## config.mk

```make
export PLATFORM = sky130hd
export DESIGN_NAME = spi_req_arbiter
export DESIGN_NICKNAME = d
export VERILOG_FILES = /design/src/rtl/spi_req_arbiter.sv
export SDC_FILE = /design/constraint.sdc
export NUM_CORES = 1
export LEC_CHECK = 0
export CAP_MARGIN = 20
export CORE_ASPECT_RATIO = 1.2
export CORE_MARGIN = 2
export CORE_UTILIZATION = 40
export CTS_CLUSTER_SIZE = 16
export DETAILED_ROUTE_END_ITERATION = 7
export PLACE_DENSITY_LB_ADDON = 0.08
export SETUP_SLACK_MARGIN = 0.15
export SYNTH_ARGS = -nofsm -noshare
export SYNTH_HDL_FRONTEND = slang
export SYNTH_SLANG_ARGS = --single-unit
export TNS_END_PERCENT = 100
```

## constraint.sdc

```tcl
create_clock -name clk -period 2.8 [get_ports clk]
set_input_delay 0.56 -clock clk [delete_from_list [all_inputs] [get_ports clk]]
set_output_delay 0.56 -clock clk [all_outputs]
set_load 0.005 [all_outputs]
```

## src/rtl/spi_req_arbiter.sv

```systemverilog
// spi_req_arbiter: shares one SPI master between NREQ requesters.
// A round-robin grant launches one frame with a single-cycle start pulse.
// The received word goes back with the owner's id on a valid/ready channel.
// An inter-frame gap and a stuck-bus watchdog are enforced between frames.
//
// Ports:
//   clk, rst_n            system clock, asynchronous active-low reset
//   req_valid/req_data    per-requester request and tx word (i at [i*WIDTH +: WIDTH])
//   req_ready             one-hot grant, combinational in IDLE
//   rsp_valid/rsp_ready   response handshake
//   rsp_data/rsp_id       received word and owning requester index
//   rsp_error             frame aborted by watchdog (rsp_data forced to 0)
//   spi_st/spi_din        start pulse and tx word to the SPI master
//   spi_load/spi_dout     master idle flag (1 = idle) and captured rx word
//   busy                  high whenever the arbiter is not in IDLE
module spi_req_arbiter #(
  parameter int unsigned NREQ       = 2,
  parameter int unsigned WIDTH      = 13,
  parameter int unsigned GAP_CYCLES = 4,
  parameter int unsigned TIMEOUT    = 65535,
  localparam int unsigned IDW       = (NREQ > 1) ? $clog2(NREQ) : 1
) (
  input  logic                    clk,
  input  logic                    rst_n,
  input  logic [NREQ-1:0]         req_valid,
  input  logic [NREQ*WIDTH-1:0]   req_data,
  output logic [NREQ-1:0]         req_ready,
  output logic                    rsp_valid,
  input  logic                    rsp_ready,
  output logic [WIDTH-1:0]        rsp_data,
  output logic [IDW-1:0]          rsp_id,
  output logic                    rsp_error,
  output logic                    spi_st,
  output logic [WIDTH-1:0]        spi_din,
  input  logic                    spi_load,
  input  logic [WIDTH-1:0]        spi_dout,
  output logic                    busy
);

  // Shared gap/watchdog counter, never narrower than 16 bits.
  localparam int unsigned TW = ($clog2(TIMEOUT + 1) > 16) ? $clog2(TIMEOUT + 1) : 16;
  localparam logic [TW-1:0]  TO_LAST  = TW'(TIMEOUT - 1);
  localparam logic [TW-1:0]  TO_MAX   = TW'(TIMEOUT);
  localparam logic [TW-1:0]  GAP_LOAD = TW'(GAP_CYCLES - 1);
  localparam logic [IDW-1:0] RR_RST   = IDW'(NREQ - 1);

  typedef enum logic [2:0] {
    S_IDLE, S_ISSUE, S_WAIT_LOW, S_WAIT_HIGH, S_SETTLE, S_RESP, S_GAP
  } state_e;

  state_e           state_q, state_d;
  logic [IDW-1:0]   rr_q, rr_d;
  logic [TW-1:0]    cnt_q, cnt_d, cnt_inc;
  logic [IDW-1:0]   rsp_id_q, rsp_id_d;
  logic [WIDTH-1:0] spi_din_q, spi_din_d;
  logic [WIDTH-1:0] rsp_data_q, rsp_data_d;
  logic             rsp_error_q, rsp_error_d;
  logic             rsp_valid_q, rsp_valid_d;
  logic             spi_st_q, spi_st_d;
  logic             busy_q, busy_d;

  logic             gnt_found_c;
  logic [IDW-1:0]   gnt_idx_c;
  logic [IDW-1:0]   cand_c;
  logic [WIDTH-1:0] gnt_data_c;
  logic             accept_c;

  // Round-robin search: first valid index upward from rr+1, wrapping at NREQ.
  always_comb begin
    gnt_found_c = 1'b0;
    gnt_idx_c   = '0;
    cand_c      = '0;
    for (int unsigned i = 1; i <= NREQ; i++) begin
      cand_c = IDW'((32'(rr_q) + i) % NREQ);
      if (!gnt_found_c && req_valid[cand_c]) begin
        gnt_found_c = 1'b1;
        gnt_idx_c   = cand_c;
      end
    end
  end

  // Tx word of the granted requester.
  always_comb begin
    gnt_data_c = '0;
    for (int unsigned i = 0; i < NREQ; i++) begin
      if (gnt_idx_c == IDW'(i)) begin
        gnt_data_c = req_data[i*WIDTH +: WIDTH];
      end
    end
  end

  // Grant is only offered in IDLE; the search guarantees req_valid is set there.
  assign accept_c = (state_q == S_IDLE) && gnt_found_c;

  // One-hot grant; held at zero while reset is asserted.
  always_comb begin
    req_ready = '0;
    if (rst_n && accept_c) begin
      req_ready[gnt_idx_c] = 1'b1;
    end
  end

  // Next-state and datapath updates.
  always_comb begin
    state_d     = state_q;
    rr_d        = rr_q;
    cnt_d       = cnt_q;
    rsp_id_d    = rsp_id_q;
    spi_din_d   = spi_din_q;
    rsp_data_d  = rsp_data_q;
    rsp_error_d = rsp_error_q;
    cnt_inc     = (cnt_q == TO_MAX) ? cnt_q : cnt_q + TW'(1);

    unique case (state_q)
      S_IDLE: begin
        if (accept_c) begin
          spi_din_d = gnt_data_c;
          rsp_id_d  = gnt_idx_c;
          rr_d      = gnt_idx_c;
          state_d   = S_ISSUE;
        end
      end
      S_ISSUE: begin
        cnt_d   = '0;
        state_d = S_WAIT_LOW;
      end
      S_WAIT_LOW: begin
        if (!spi_load) begin
          cnt_d   = '0;
          state_d = S_WAIT_HIGH;
        end else if (cnt_q >= TO_LAST) begin
          rsp_data_d  = '0;
          rsp_error_d = 1'b1;
          state_d     = S_RESP;
        end else begin
          cnt_d = cnt_inc;
        end
      end
      S_WAIT_HIGH: begin
        if (spi_load) begin
          state_d = S_SETTLE;
        end else if (cnt_q >= TO_LAST) begin
          rsp_data_d  = '0;
          rsp_error_d = 1'b1;
          state_d     = S_RESP;
        end else begin
          cnt_d = cnt_inc;
        end
      end
      S_SETTLE: begin
        // Master has had a full cycle to capture the rx word on its load edge.
        rsp_data_d  = spi_dout;
        rsp_error_d = 1'b0;
        state_d     = S_RESP;
      end
      S_RESP: begin
        if (rsp_ready) begin
          cnt_d   = GAP_LOAD;
          state_d = S_GAP;
        end
      end
      S_GAP: begin
        if (cnt_q == '0) begin
          state_d = S_IDLE;
        end else begin
          cnt_d = cnt_q - TW'(1);
        end
      end
      default: state_d = S_IDLE;
    endcase

    rsp_valid_d = (state_d == S_RESP);
    spi_st_d    = (state_d == S_ISSUE);
    busy_d      = (state_d != S_IDLE);
  end

  // State and output registers.
  always_ff @(posedge clk or negedge rst_n) begin
    if (!rst_n) begin
      state_q     <= S_IDLE;
      rr_q        <= RR_RST;
      cnt_q       <= '0;
      rsp_id_q    <= '0;
      spi_din_q   <= '0;
      rsp_data_q  <= '0;
      rsp_error_q <= 1'b0;
      rsp_valid_q <= 1'b0;
      spi_st_q    <= 1'b0;
      busy_q      <= 1'b0;
    end else begin
      state_q     <= state_d;
      rr_q        <= rr_d;
      cnt_q       <= cnt_d;
      rsp_id_q    <= rsp_id_d;
      spi_din_q   <= spi_din_d;
      rsp_data_q  <= rsp_data_d;
      rsp_error_q <= rsp_error_d;
      rsp_valid_q <= rsp_valid_d;
      spi_st_q    <= spi_st_d;
      busy_q      <= busy_d;
    end
  end

  assign rsp_valid = rsp_valid_q;
  assign rsp_data  = rsp_data_q;
  assign rsp_id    = rsp_id_q;
  assign rsp_error = rsp_error_q;
  assign spi_st    = spi_st_q;
  assign spi_din   = spi_din_q;
  assign busy      = busy_q;

endmodule

```

Yosys cells after proc, flatten, opt, wreduce, memory -nomap -nowiden
Index checks and enable logic that the tools add are counted.

$add $sub $neg: 4. Multiply operators: 0. Divide/modulo/power cells: 0. Order comparisons: 5. Eq/ne operators: 13. Shift-type cells: 0. Mux-type cells: 34. Bitwise operators: 0. Reduce and logical (&&, ||, !) cells: 13.

Operator list (count): $mux W16 (6); $pmux W16 S5 (1); $mux W13 (4); $pmux W13 S3 (1); $pmux W3 S7 (1); $mux W3 (6); $add A16 B1 Y16 const B (1); $eq A16 B16 Y1 const B (1); $ge A16 B16 Y1 const B (1); $logic_not A16 Y1 (1); $sub A16 B1 Y16 const B (1); $eq A3 B3 Y1 const B (4); $mux W1 (12); $ne A2 B2 Y1 const B (4); $eq A3 B1 Y1 const B (2); $eq A3 B2 Y1 const B (2); $lt A1 B2 Y1 const B (3); $reduce_bool A3 Y1 (2); $reduce_bool A5 Y1 (1); $logic_and A1 B1 Y1 (4); $reduce_and A4 Y1 (1); $logic_not A3 Y1 (1); $pmux W1 S3 (1); $reduce_and A3 Y1 (1); other kinds (6) (7).

Register bits after elaboration: 51. Latch bits: 0. Bits in writable memories: 0. Memory bits (read-only): 0. Input bits: 45. Output and inout port bits: 33. Logic and storage cells: 79. Memories kept: 0.

Longest topological paths before layout
Gate-level depths: netlist (run 1).

Depth in word-level cells: 12. Depth in mapped cells: 10. Mapped depth without buffers: 8.

Worst setup path before layout (run 1)
OpenSTA, ideal clock, no wires.

Path type: flip-flop to flip-flop. From: register cnt_q[1]. To: register busy_q, in the netlist busy. Library setup time: 0.131 ns. Arrival: 2.665 ns. Required time: 2.669 ns. Slack: 0.004 ns. Stages on the path, launching flop included: 11. Path buffers: 2. Clock period less this slack: 2.796 ns. Cells stage by stage: dfrtp_1 clkbuf_1 inv_1 ha_1 or3b_2 or4_4 o31a_1 buf_6 a21oi_4 o21ai_2 or3_1.

Longest elaborated chain between the ends: 5. Elaborated cells on any way between the ends: 8. Those cells by class: 1 x order compare; 5 x mux; 2 x reduce/logical.

RTL lines: start: declaration (RTL line 53) `logic [TW-1:0] cnt_q, cnt_d, cnt_inc;`; start signal: assignment (RTL line 193) `cnt_q <= cnt_d;`; $ge A16 B16 Y1 (RTL line 131, 142); $mux W3 (RTL line 131, 142); $mux W3, on equally long branches (RTL line 140, 128); $pmux W3 S7 * (RTL line 114) `unique case (state_q)`; net state_d[1] (RTL line 51) `state_e state_q, state_d;`; $reduce_bool A3 Y1 * (RTL line 174) `busy_d = (state_d != S_IDLE);`; net busy_d (RTL line 60) `logic busy_q, busy_d;`; end signal: assignment (RTL line 200) `busy_q <= busy_d;`; end: declaration (RTL line 60).

Mark *: on every way through the listed nets, which the timed path passes. The rest lies on a longest branch. A chain may end at the register's enable or synchronous reset.

Worst setup path after layout (run 1)
From: input req_valid[1]. To: output req_ready[1].

Longest elaborated chain between the ends: 11. Elaborated cells on any way between the ends: 18. Those cells by class: 2 x order compare; 11 x mux; 5 x reduce/logical.

RTL lines: start: declaration (RTL line 25) `input logic [NREQ-1:0] req_valid,`; $mux W1 (not written as such) (2 in series) (RTL line 75) `if (!gnt_found_c && req_valid[cand_c]) begin`; $mux W1 (RTL line 75); $logic_not A1 Y1 (RTL line 75); $logic_and A1 B1 Y1 (RTL line 75); $mux W1 (RTL line 75); $lt A1 B2 Y1 (not written as such) or $ge A1 B1 Y1 (tied branches) (RTL line 99) `req_ready[gnt_idx_c] = 1'b1;`; $logic_and A1 B1 Y1 (not written as such) (RTL line 99); $mux W1 (not written as such) (RTL line 99); $demux W1 S1 (RTL line 99); $mux W2 * (RTL line 98) `if (rst_n && accept_c) begin`; end: declaration (RTL line 27) `output logic [NREQ-1:0] req_ready,`.

Mark *: on every way between the ends. The rest lies on a longest branch, timed or not. The select of a mux whose other input is x is not followed.

==> results of run 1 <==
synthesized netlist by cell type (4+ instances only):
library cell  instances  area, µm²
a21oi_1              13      65.06
nand2_1              33      123.9
o221ai_1              4      35.03
nor2_1               22      82.58
nor4_1                6      37.54
nand4_1               7      43.79
and2_1                4      25.02
a31oi_1              11      68.82
inv_1                 6      22.52
dfrtp_1              50       1251
nor2b_1               4      25.02
a22o_1               17      148.9
o21ai_0              29      145.1
mux2i_1              13      130.1
or3_1                 5      31.28
nor3_1               15      75.07
clkbuf_1             19      71.32
layout make-up:
class                   instances  area, µm²  area share (%)
multi-input cells             247       1624           39.39
clock inverters                 3      18.77          0.4552
flip-flops and latches         51       1279           31.02
clock buffers                   5      68.82           1.669
repair buffers                107      997.2           24.19
well taps                      90      112.6           2.731
inverters                       6      22.52          0.5463
critical path: stages:
cell	delay [ns]
clkdlybuf4s50_1	0.47
o21ai_0	0.07
nand2b_1	0.17
inv_2	0.08
and3_1	0.14
clkdlybuf4s50_1	0.49
through the flow:
stage	std cells	cell area (µm²)
6_report	509	4123
3_3_place_gp	498	3970
4_1_cts	506	4061
5_1_grt	509	4123
2_1_floorplan	329	3007
3_5_place_dp	498	3970
routing by layer:
metal	up-vias	wire [µm]
li1	1406	-
met1	1317	3566
met2	109	4000
met3	16	534
met4	0	176
met5	-	0
power by group through the flow:
| stage | clock network (mW) | registers [mW] | logic (mW) |
|---|---|---|---|
| final | 0.433 | 1.29 | 2.44 |
| after global routing | 0.486 | 1.34 | 2.71 |
| after CTS | 0.458 | 1.29 | 2.36 |
| after detailed placement | 0 | 1.28 | 2.34 |
| after global placement | 0 | 1.29 | 2.33 |
| after floorplan | 0 | 1.23 | 1.40 |
worst paths after layout:
kind                         startpoint           end
setup / recovery           req_valid[1]  req_ready[1]
hold / removal                    rst_n    spi_din[7]
setup reg to reg               cnt_q[0]     cnt_q[10]
hold reg to reg              spi_din[4]    spi_din[4]
max in group asynchronous         rst_n    state_q[2]
min in group clk             spi_din[4]    spi_din[4]
what timing repair did:
action                     in CTS  in global routing
gates resized for setup         2                 10
setup endpoints to repair       2                 11
pin swaps                       0                  2
setup buffers                   0                  2
kinds of logic after synthesis:
logic type | after synthesis | synth area share [%]
AOI/OAI and AO/OA | 107 | 24.99
xor gates and xnor gates | 4 | 1.170
adders and majority gates | 4 | 1.588
buffers and inverters | 31 | 4.471
DFF | 51 | 42.67
muxes | 15 | 5.098
and+or+nand+nor | 117 | 20.02
state kept, by name, summed over array words and instances (netlist names):
name	count
busy	1
rsp_valid	1
state_q	3
spi_din	13
rr_q	1
rsp_id	1
spi_st	1
rsp_data	13
rsp_error	1
cnt_q	16
==> impl_metrics.yaml, run 1 <==
logic_synthesis:
  syn-num-nets: 377
  avgSynthCellArea_um2: 9.101
  synth_flop_cell: "dfrtp_1"
  synth_warnings: 0
  synth_enable_flop_cells: 0
  ys_seq_area_share_pct: 42.67
  synth_cell_types: 59
  postSynthCellCount: 329
  ys_async_sr_fraction_pct: 100.0
  ys_ff_latch: 51
  netlist_area_um2: 2994
power:
  power_density_nw_per_um2: 1010
  total_power_mw: 4.164
  power.internal_mw: 2.456
  power.net_switching_mw: 1.708
  power_frac_comb_pct: 58.7
  netSwitchingFraction_pct: 41.01
  power_frac_clock_pct: 10.4
  peakVddDrop_mv: 0.4276
  leakagePower_nw: 1.745
  p_seq_share_pct: 30.9
clock_network:
  cts_tree: "built"
  clockBufferDepth: 2
  cts_buffers: 5
  clock_latency_ns: 0.30
  path_clk_slew_ns: 0.10
  h-tree-depth: 2
  cts-root-buf: "clkbuf_8"
  clock-sinks: 51
  hold_buffers: 0
floorplan:
  die_w_um: 82.98
  core_um2: 7274
  start_util_pct: 41.16
  die_h_um: 98.78
  die-area_um2: 8196
  num_rows: 34
  ios: 78
detailed_routing:
  drt_iter0_markers: 156
  wl_per_cell_um: 16.26
  ant_nets: 0
  viasPerCell: 5.595
  routed_wl_um: 8278
  dr_total_vias: 2848
  dr.pass1.iters: 4
  drc: 0
layout:
  fillCellCount: 665
  postLayoutCoreUtil_pct: 56.67
  nets: 466
  layout_commonest_cell: "clkdlybuf4s50_1"
  final_cell_mix: "clkdlybuf4s50_1 (75), dfrtp_1 (49), nand2_1 (33)"
  area_growth_pct: 37.69
  layout-drive-gt1-share_pct: 15.27
  diodes: 0
sta:
  fin_setup_tns_ns: 0
  setup_ws_ns: 0.2583
  drv_slew: 0
  tightest_slew_ns: 0.8543
  rsz0062_at_grt: "true"
  period_needed_ns: 2.542
  holdWs_ns: 0.04556
  hold_viol: 0
  fin_skew_ns: 0.004860
  slew_headroom_pct: 42.52
  setup_viol: 0
  fmax_mhz: 393.4
  period_share_pct: 90.77
critical_path:
  worst-path-max-fanout: 3
  critPathCaptureType: "output pin"
  r2r_setup_slack_ns: 0.27
  critPathLaunchType: "input port"
  required_ns: 2.24
  arrival_ns: 1.98
  reg2reg_depth: 8
  setup.worst_path.class: "input port to output pin"
run:
  cap_violations: 0
placement:
  io_buffers: 77
  post-place-ws_ns: 0.1712
  gp_congestion: 0.9141
  dp_hpwl_um: 6032
grt:
  top_usage_layer: "met2"
  grtUsageTotal_pct: 21.28
  use_met3_pct: 4.271
  grt_first_pass_wirelength_um: 14300
  gr-total-overflow: 0
  grt_pass1_vias: 2888
  grt_max_degree: 50
  grt.met2_usage_pct: 35.55
  met1_usage_pct: 27.47
  antenna_found_initial: 0
run_status:
  status: "finished clean"
worst_hold_path:
  hold_path_class: "input port to asynchronous set/reset pin"
Power figures use the tool's default switching activity.
==> inputs of run 2 (changes only) <==
- GPL_TIMING_DRIVEN: not set -> 1
- MAX_ROUTING_LAYER: not set -> met4
- SKIP_LAST_GASP: not set -> 1
==> run 2 against run 1 <==
Compared with the run above: register-to-register slack hardly changed; clock skew is 0.0013 ns lower; sequential share of layout area stayed put; combinational power hardly changed; largest cell class unchanged; routed wire length is 0.80% higher; clock-buffer cell count stayed put; final cell count stayed put; final area stayed put.
==> impl_metrics.yaml, run 2 (synthesis results as in run 1) <==
run_status:
  status: "finished clean"
placement:
  gp_congestion: 0.9300
  dp_cells: 498
  post-place-ws_ns: 0.1712
  dp_hpwl_um: 6032
  io_buffers: 77
detailed_routing:
  dr_total_vias: 2886
  viasPerCell: 5.670
  drt_iter0_markers: 175
  ant_nets: 0
  dr.pass1.iters: 5
  wl_per_cell_um: 16.39
  routed_wl_um: 8344
  drc: 0
sta:
  slew_headroom_pct: 42.65
  tightest_slew_ns: 0.8524
  fin_setup_tns_ns: 0
  rsz0062_at_grt: "true"
  period_share_pct: 90.79
  period_needed_ns: 2.542
  setup_viol: 0
  hold_viol: 0
  setup_ws_ns: 0.2579
  drv_slew: 0
  fin_skew_ns: 0.003608
  fmax_mhz: 393.4
critical_path:
  critPathLaunchType: "input port"
  critPathCaptureType: "output pin"
  crit_path_frequent_cell: "clkdlybuf4s50_1"
  crit_slowest_cell: "clkdlybuf4s50_1"
  required_ns: 2.24
  setup.worst_path.class: "input port to output pin"
  critPathMaxStageDelay_ns: 0.49
  cp_cell_sequence: "clkdlybuf4s50_1 > o21ai_0 > nand2b_1 > inv_2 > and3_1 > clkdlybuf4s50_1"
  arrival_ns: 1.98
  worst-path-max-fanout: 3
layout:
  largest_reg_flops: 16
  instances_no_fill: 509
  layout-drive-gt1-share_pct: 15.27
  multiInputGateArea_um2: 1624
  fillCellCount: 665
  final_cell_mix: "clkdlybuf4s50_1 (75), dfrtp_1 (49), nand2_1 (33)"
  layout_commonest_cell: "clkdlybuf4s50_1"
  nets: 466
  area_growth_pct: 37.69
  regMostFlops: "cnt_q"
  postLayoutCoreUtil_pct: 56.67
  diodes: 0
  regArea_um2: 1279
clock_network:
  path_clk_slew_ns: 0.10
  clock_latency_ns: 0.30
  cts_tree: "built"
  h-tree-depth: 2
  clock-sinks: 51
  cts-root-buf: "clkbuf_8"
  cts_buffers: 5
  clockBufferDepth: 2
floorplan:
  num_rows: 34
  die_h_um: 98.78
  start_util_pct: 41.16
  ios: 78
  core_um2: 7274
  die-area_um2: 8196
  die_w_um: 82.98
power:
  power_frac_clock_pct: 10.4
  netSwitchingFraction_pct: 41.06
  power_density_nw_per_um2: 1011
  power_frac_comb_pct: 58.7
  p_seq_share_pct: 30.9
  peakVddDrop_mv: 0.4265
  power.internal_mw: 2.456
  leakagePower_nw: 1.745
  power.net_switching_mw: 1.711
  total_power_mw: 4.167
grt:
  gr-total-overflow: 0
  grtUsageTotal_pct: 21.87
  antenna_found_initial: 0
  grt_pass1_vias: 2884
  grt_max_degree: 50
  grt_first_pass_wirelength_um: 14250
run:
  cap_violations: 0
worst_hold_path:
  hold_path_class: "input port to asynchronous set/reset pin"
## run 2: worst paths after layout
path | from | end | slack (ns) | depth (start not counted)
worst max-delay path | req_valid[1] | req_ready[1] | 0.26 | 6
max in group asynchronous | rst_n | state_q[2] | 1.92 | 2
worst max register to register | cnt_q[0] | cnt_q[0] | 0.27 | 8
worst min register to register | spi_din[4] | spi_din[4] | 0.49 | 2
worst min-delay path | rst_n | spi_din[7] | 0.04 | 1
min in group clk | spi_din[4] | spi_din[4] | 0.49 | 2
## run 2: cell type report
cell class / count / share of cell area, %
Sequential cell: 51 / 31.02
Multi-Input combinational cell: 247 / 39.39
Tap cell: 90 / 2.731
Timing Repair Buffer: 107 / 24.19
Clock buffer: 5 / 1.669
Clock inverter: 3 / 0.4552
Inverter: 6 / 0.5463
## run 2: critical path: cells and delay by family
kind            cells  cell delay (ns)
buf+inv             3             1.04
simple gates        2             0.31
compound gates      1             0.07
## run 2: layer usage
metal	wire (µm)	share of wire, %	global-route usage (%)
met1	3697	44	27.68
met2	4041	48	35.67
met3	414	5.0	3.518
met4	191	2.3	7.692
met5	0	0	-
## run 2: what timing repair did
action / CTS / global route
gates resized for setup: 2 / 10
hold buffers: 0 / 0
setup endpoints to repair: 2 / 11
buffers inserted: 0 / 2
pin swaps: 0 / 2
## run 2: power by group through the flow
stage	registers (mW)	clock network, mW	logic [mW]
2_1_floorplan	1.23	0	1.40
3_3_place_gp	1.29	0	2.33
3_5_place_dp	1.28	0	2.34
4_1_cts	1.29	0.458	2.36
5_1_grt	1.34	0.484	2.71
6_report	1.29	0.434	2.45
## run 2: metrics by stage
step                area [µm²]  hold WS (ns)
finish                    4123       0.04482
global route              4123       0.02995
CTS                       4061       0.03418
detailed placement        3970        0.3762
global placement          3970        0.3736
floorplan                 3007        0.2644
==> inputs of run 3 (changes only) <==
==> constraint.sdc (replaced) <==
create_clock -name clk -period 2.8 [get_ports clk]
set_input_delay 0.84 -clock clk [delete_from_list [all_inputs] [get_ports clk]]
set_output_delay 0.84 -clock clk [all_outputs]
set_load 0.005 [all_outputs]
==> run 3 against run 2 <==
Compared with the run above: via count up 1.6%; clock power down 2%; final area up 2.0%; fmax down 2.4%; sequential power about the same; global-route usage down 1.2 points; first-iteration DRC count up 11%; critical path depth up 2; flip-flop and latch count unchanged; final cell count up 1.8%; die area unchanged; clock-buffer cell count up 1; largest cell class unchanged; highest routed layer unchanged.
==> impl_metrics.yaml, run 3 (synthesis results as in run 1) <==
power:
  power_frac_clock_pct: 9.9
  leakagePower_nw: 1.790
  p_seq_share_pct: 29.4
  power.net_switching_mw: 1.737
  netSwitchingFraction_pct: 40.60
  peakVddDrop_mv: 0.5126
  power_frac_comb_pct: 60.7
  power_density_nw_per_um2: 1018
  power.internal_mw: 2.543
run_status:
  status: "finished clean"
layout:
  instances_no_fill: 518
  layout_commonest_cell: "clkdlybuf4s50_1"
  diodes: 0
  multiInputGateArea_um2: 1654
  layout-drive-gt1-share_pct: 18.22
  postLayoutCoreUtil_pct: 57.81
  fillCellCount: 648
  nets: 475
  largest_reg_flops: 16
  regMostFlops: "cnt_q"
  final_cell_mix: "clkdlybuf4s50_1 (72), dfrtp_1 (50), buf_4 (37)"
  area_growth_pct: 40.45
  regArea_um2: 1277
critical_path:
  crit_slowest_cell: "or4_4"
  reg2reg_depth: 8
  setup.worst_path.class: "register to register"
  arrival_ns: 2.79
  worst-path-max-fanout: 6
  path_depth: 8
  path_buf_inv: 1
  critPathLaunchType: "register"
  critPathMaxStageDelay_ns: 0.54
  cp_cell_sequence: "inv_2 > ha_4 > or3b_4 > or4_4 > o31a_1 > a21oi_4 > o21ai_2 > or3_1"
  required_ns: 2.98
  cp_top_family: "simple AND/OR/NAND/NOR gates"
  critPathCaptureType: "register"
grt:
  met1_usage_pct: 26.68
  antenna_found_initial: 0
  grt_first_pass_wirelength_um: 13610
  grt.met2_usage_pct: 32.32
  grtUsageTotal_pct: 20.65
  top_usage_layer: "met2"
  grt_max_degree: 48
  grt_pass1_vias: 2792
  gr-total-overflow: 0
  use_met3_pct: 4.271
sta:
  period_share_pct: 93.04
  slew_headroom_pct: 31.41
  setup_viol: 0
  rsz0062_at_grt: "true"
  fin_setup_tns_ns: 0
  drv_slew: 0
  fmax_mhz: 383.8
  period_needed_ns: 2.605
  fin_skew_ns: 0.006442
  hold_viol: 0
  tightest_slew_ns: 1.029
clock_network:
  cts_buffers: 5
  cts-root-buf: "clkbuf_8"
  h-tree-depth: 2
  cts_tree: "built"
  path_clk_slew_ns: 0.09
  clock_latency_ns: 0.31
  clock-sinks: 51
  hold_buffers: 0
  clockBufferDepth: 2
detailed_routing:
  wl_per_cell_um: 16.24
  dr.pass1.iters: 4
  drt_iter0_markers: 194
  dr_total_vias: 2932
  ant_nets: 0
  drc: 0
  routed_wl_um: 8411
  viasPerCell: 5.660
placement:
  dp_hpwl_um: 6022
  dp_cells: 503
  gp_congestion: 0.9080
  io_buffers: 77
floorplan:
  num_rows: 34
  core_um2: 7274
  die_h_um: 98.78
  ios: 78
  die-area_um2: 8196
  die_w_um: 82.98
  start_util_pct: 41.16
worst_hold_path:
  hold_path_class: "input port to asynchronous set/reset pin"
run:
  cap_violations: 0
[run 3: changes by cell type in the layout (fill, tap and decap cells not counted), moves of 2 or more]
cell	before	now
clkdlybuf4s50_1	75	72
buf_4	29	37
buf_2	1	3
dlygate4sd2_1	0	2
inv_1	5	3
inv_2	1	3
[run 3: layer usage]
layer / up-vias / wire length [µm] / part of all wire [%]
met5: - / 0 / 0
met4: 0 / 190 / 2.3
met3: 19 / 516 / 6.1
met2: 105 / 3973 / 47
met1: 1387 / 3731 / 44
li1: 1421 / - / -
[run 3: power by group through the flow]
| stage | combinational [mW] | clock [mW] | sequential (mW) |
|---|---|---|---|
| after floorplan | 1.40 | 0 | 1.23 |
| after global placement | 2.38 | 0 | 1.25 |
| after detailed placement | 2.41 | 0 | 1.26 |
| after CTS | 2.44 | 0.439 | 1.25 |
| after global routing | 2.83 | 0.471 | 1.29 |
| final | 2.60 | 0.426 | 1.26 |
[run 3: stage by stage]
step / total power [mW] / instance area, µm² / worst slack (ns) / hold WS (ns)
final: 4.280 / 4205 / 0.1948 / 0.3471
after global routing: 4.595 / 4205 / 0.1116 / 0.3445
after CTS: 4.129 / 4104 / 0.1446 / 0.3486
after detailed placement: 3.665 / 4008 / -0.3636 / 0.4711
after global placement: 3.633 / 4008 / -0.3423 / 0.4618
after floorplan: 2.629 / 3009 / 0.1858 / 0.4733
[run 3: path summary, 6_finish.rpt]
path,start,to,slack (ns)
worst max register to register,cnt_q[0],busy,0.19
min in group clk,spi_din[7],spi_din[7],0.49
worst min register to register,spi_din[7],spi_din[7],0.49
max in group asynchronous,rst_n,rsp_data[10],1.64
worst max-delay path,cnt_q[0],busy,0.19
worst min-delay path,rst_n,spi_din[12],0.35
[run 3: layout make-up]
type	instances	area share [%]
Tap cell	90	2.678
Clock inverter	2	0.2975
Sequential cell	51	30.38
Inverter	6	0.5356
Timing Repair Buffer	116	25.05
Clock buffer	6	1.726
Multi-Input combinational cell	247	39.33
[run 3: what timing repair did]
action / in CTS / in global routing
pin swaps: 0 / 7
endpoints found under the setup margin: 7 / 14
hold endpoints to repair: 0 / 0
gates resized for setup: 13 / 14
buffers inserted: 2 / 5
==> RTL change (config.mk and constraints of run 3) <==
Register the output `rsp_error` once more; this adds one clock of latency there. The other outputs are not delayed to match.
--- a/src/rtl/spi_req_arbiter.sv
+++ b/src/rtl/spi_req_arbiter.sv
@@ -206,3 +206,5 @@
   assign rsp_id    = rsp_id_q;
-  assign rsp_error = rsp_error_q;
+  always_ff @(posedge clk) begin
+    rsp_error <= rsp_error_q;
+  end
   assign spi_st    = spi_st_q;
Behaviour: same outputs for any inputs over 10 cycles, from zero or initial values and one cycle with rst_n low; that may be too few to reach the edited logic, so the function may still have changed.
==> RTL change against run 3 <==
- wire length up 2.8%
- hold slack better by 0.090 ns
- largest power group unchanged
- sequential cell count up 1
- final area up 2.1%
- first-iteration DRC count down 15%
- total power up 3.0%
- worst setup slack better by 0.022 ns
- area after synthesis up 0.67%
==> RTL change: results (changes against run 3) <==
<table>
<tr><th>Metric</th><th>Value</th></tr>
<tr><th colspan="2">Route</th></tr>
<tr><td>Wire length on met1</td><td>3700 microns (-0.72%)</td></tr>
<tr><td>Routed wl met2</td><td>4230 microns (+6.5%)</td></tr>
<tr><td>Total via count in the routed design</td><td>2970 (+1.3%)</td></tr>
<tr><td>Detailed Route Iter0 Violations</td><td>165 (-15%)</td></tr>
<tr><td>Vias per Instance</td><td>5.66 (about the same)</td></tr>
<tr><th colspan="2">Run status</th></tr>
<tr><td>Status</td><td>finished clean</td></tr>
<tr><th colspan="2">Global routing</th></tr>
<tr><td>Number of global-route vias before repair</td><td>2943 (+5.4%)</td></tr>
<tr><td>GR met2 Demand/Resource</td><td>33.9% (+1.6 points)</td></tr>
<tr><td>Pin count of the biggest net entering global routing</td><td>52 (+8.3%)</td></tr>
<tr><td>Total routing resource utilization after global routing</td><td>21.5% (+0.81 points)</td></tr>
<tr><th colspan="2">Worst setup path</th></tr>
<tr><td>Worst flop-to-flop path endpoint</td><td>cnt_q[7]$_DFFE_PN0P_</td></tr>
<tr><td>Critical path's largest stage delay</td><td>0.56 ns (+0.02 ns)</td></tr>
<tr><td>Cells on worst reg2reg path</td><td>7 (-1)</td></tr>
<tr><td>Worst Path Arrival</td><td>2.81 ns (+0.02 ns)</td></tr>
<tr><th colspan="2">Yosys</th></tr>
<tr><td>Parity-gate share of the synthesized area counting xor and xnor cells</td><td>1.16% (-0.0078 points)</td></tr>
<tr><td>Post-synthesis adder-cell area fraction</td><td>1.58% (-0.011 points)</td></tr>
<tr><td>Fraction of the yosys area taken by sequential cells</td><td>43.0% (+0.38 points)</td></tr>
<tr><td>Fraction of synthesized area in multiplexers</td><td>5.06% (-0.034 points)</td></tr>
<tr><td>Synthesized area per cell</td><td>9.13 sq um (+0.36%)</td></tr>
<tr><th colspan="2">Placement</th></tr>
<tr><td>Detailed placer's ending HPWL</td><td>6150 microns (+2.2%)</td></tr>
<tr><td>Placement-stage cell area</td><td>4070 sq um (+1.6%)</td></tr>
<tr><td>Last weighted congestion value of the routability-driven placer</td><td>0.885 (-2.6%)</td></tr>
<tr><th colspan="2">Power and ir drop</th></tr>
<tr><td>Fraction of power consumed by combinational cells</td><td>60.5% (-0.2 points)</td></tr>
<tr><td>Areal power density over the cells</td><td>1030 nW/um^2 (+0.80%)</td></tr>
<tr><td>Worst-case vdd ir drop</td><td>0.461 mV (-10%)</td></tr>
<tr><th colspan="2">Finish</th></tr>
<tr><td>Fill count</td><td>661 (+2.0%)</td></tr>
<tr><td>Sequential cell area in the final layout</td><td>1300 sq um (+1.6%)</td></tr>
<tr><td>Final net count</td><td>482 (+1.5%)</td></tr>
<tr><td>Ratio of cells with drive above 1 in the final layout</td><td>19.5% (+1.3 points)</td></tr>
<tr><th colspan="2">Clock tree</th></tr>
<tr><td>Postcts setup bufs</td><td>6 (+4)</td></tr>
</table>
==> RTL change: worst max-delay path by stage <==
stage                               from                    to  slack [ns]  cells after the start
finish              cnt_q[5]$_DFFE_PN0P_  cnt_q[7]$_DFFE_PN0P_        0.22                      7
global route                req_valid[1]        busy$_DFF_PN0_        0.15                     12
global placement            req_valid[1]          req_ready[1]       -0.33                      6
floorplan           cnt_q[1]$_DFFE_PN0P_        busy$_DFF_PN0_        0.19                     10
detailed placement          req_valid[1]          req_ready[0]       -0.38                      7
CTS                 cnt_q[0]$_DFFE_PN0P_  cnt_q[0]$_DFFE_PN0P_        0.16                      8
==> RTL change: area by class of cell <==
cell class	count	area share, %
inverter	6	0.524
sequential	52	30.2
tap	90	2.62
multi-input combinational	247	38.6
clock inverter	2	0.350
clock buffer	6	1.92
timing repair buffer	122	25.8
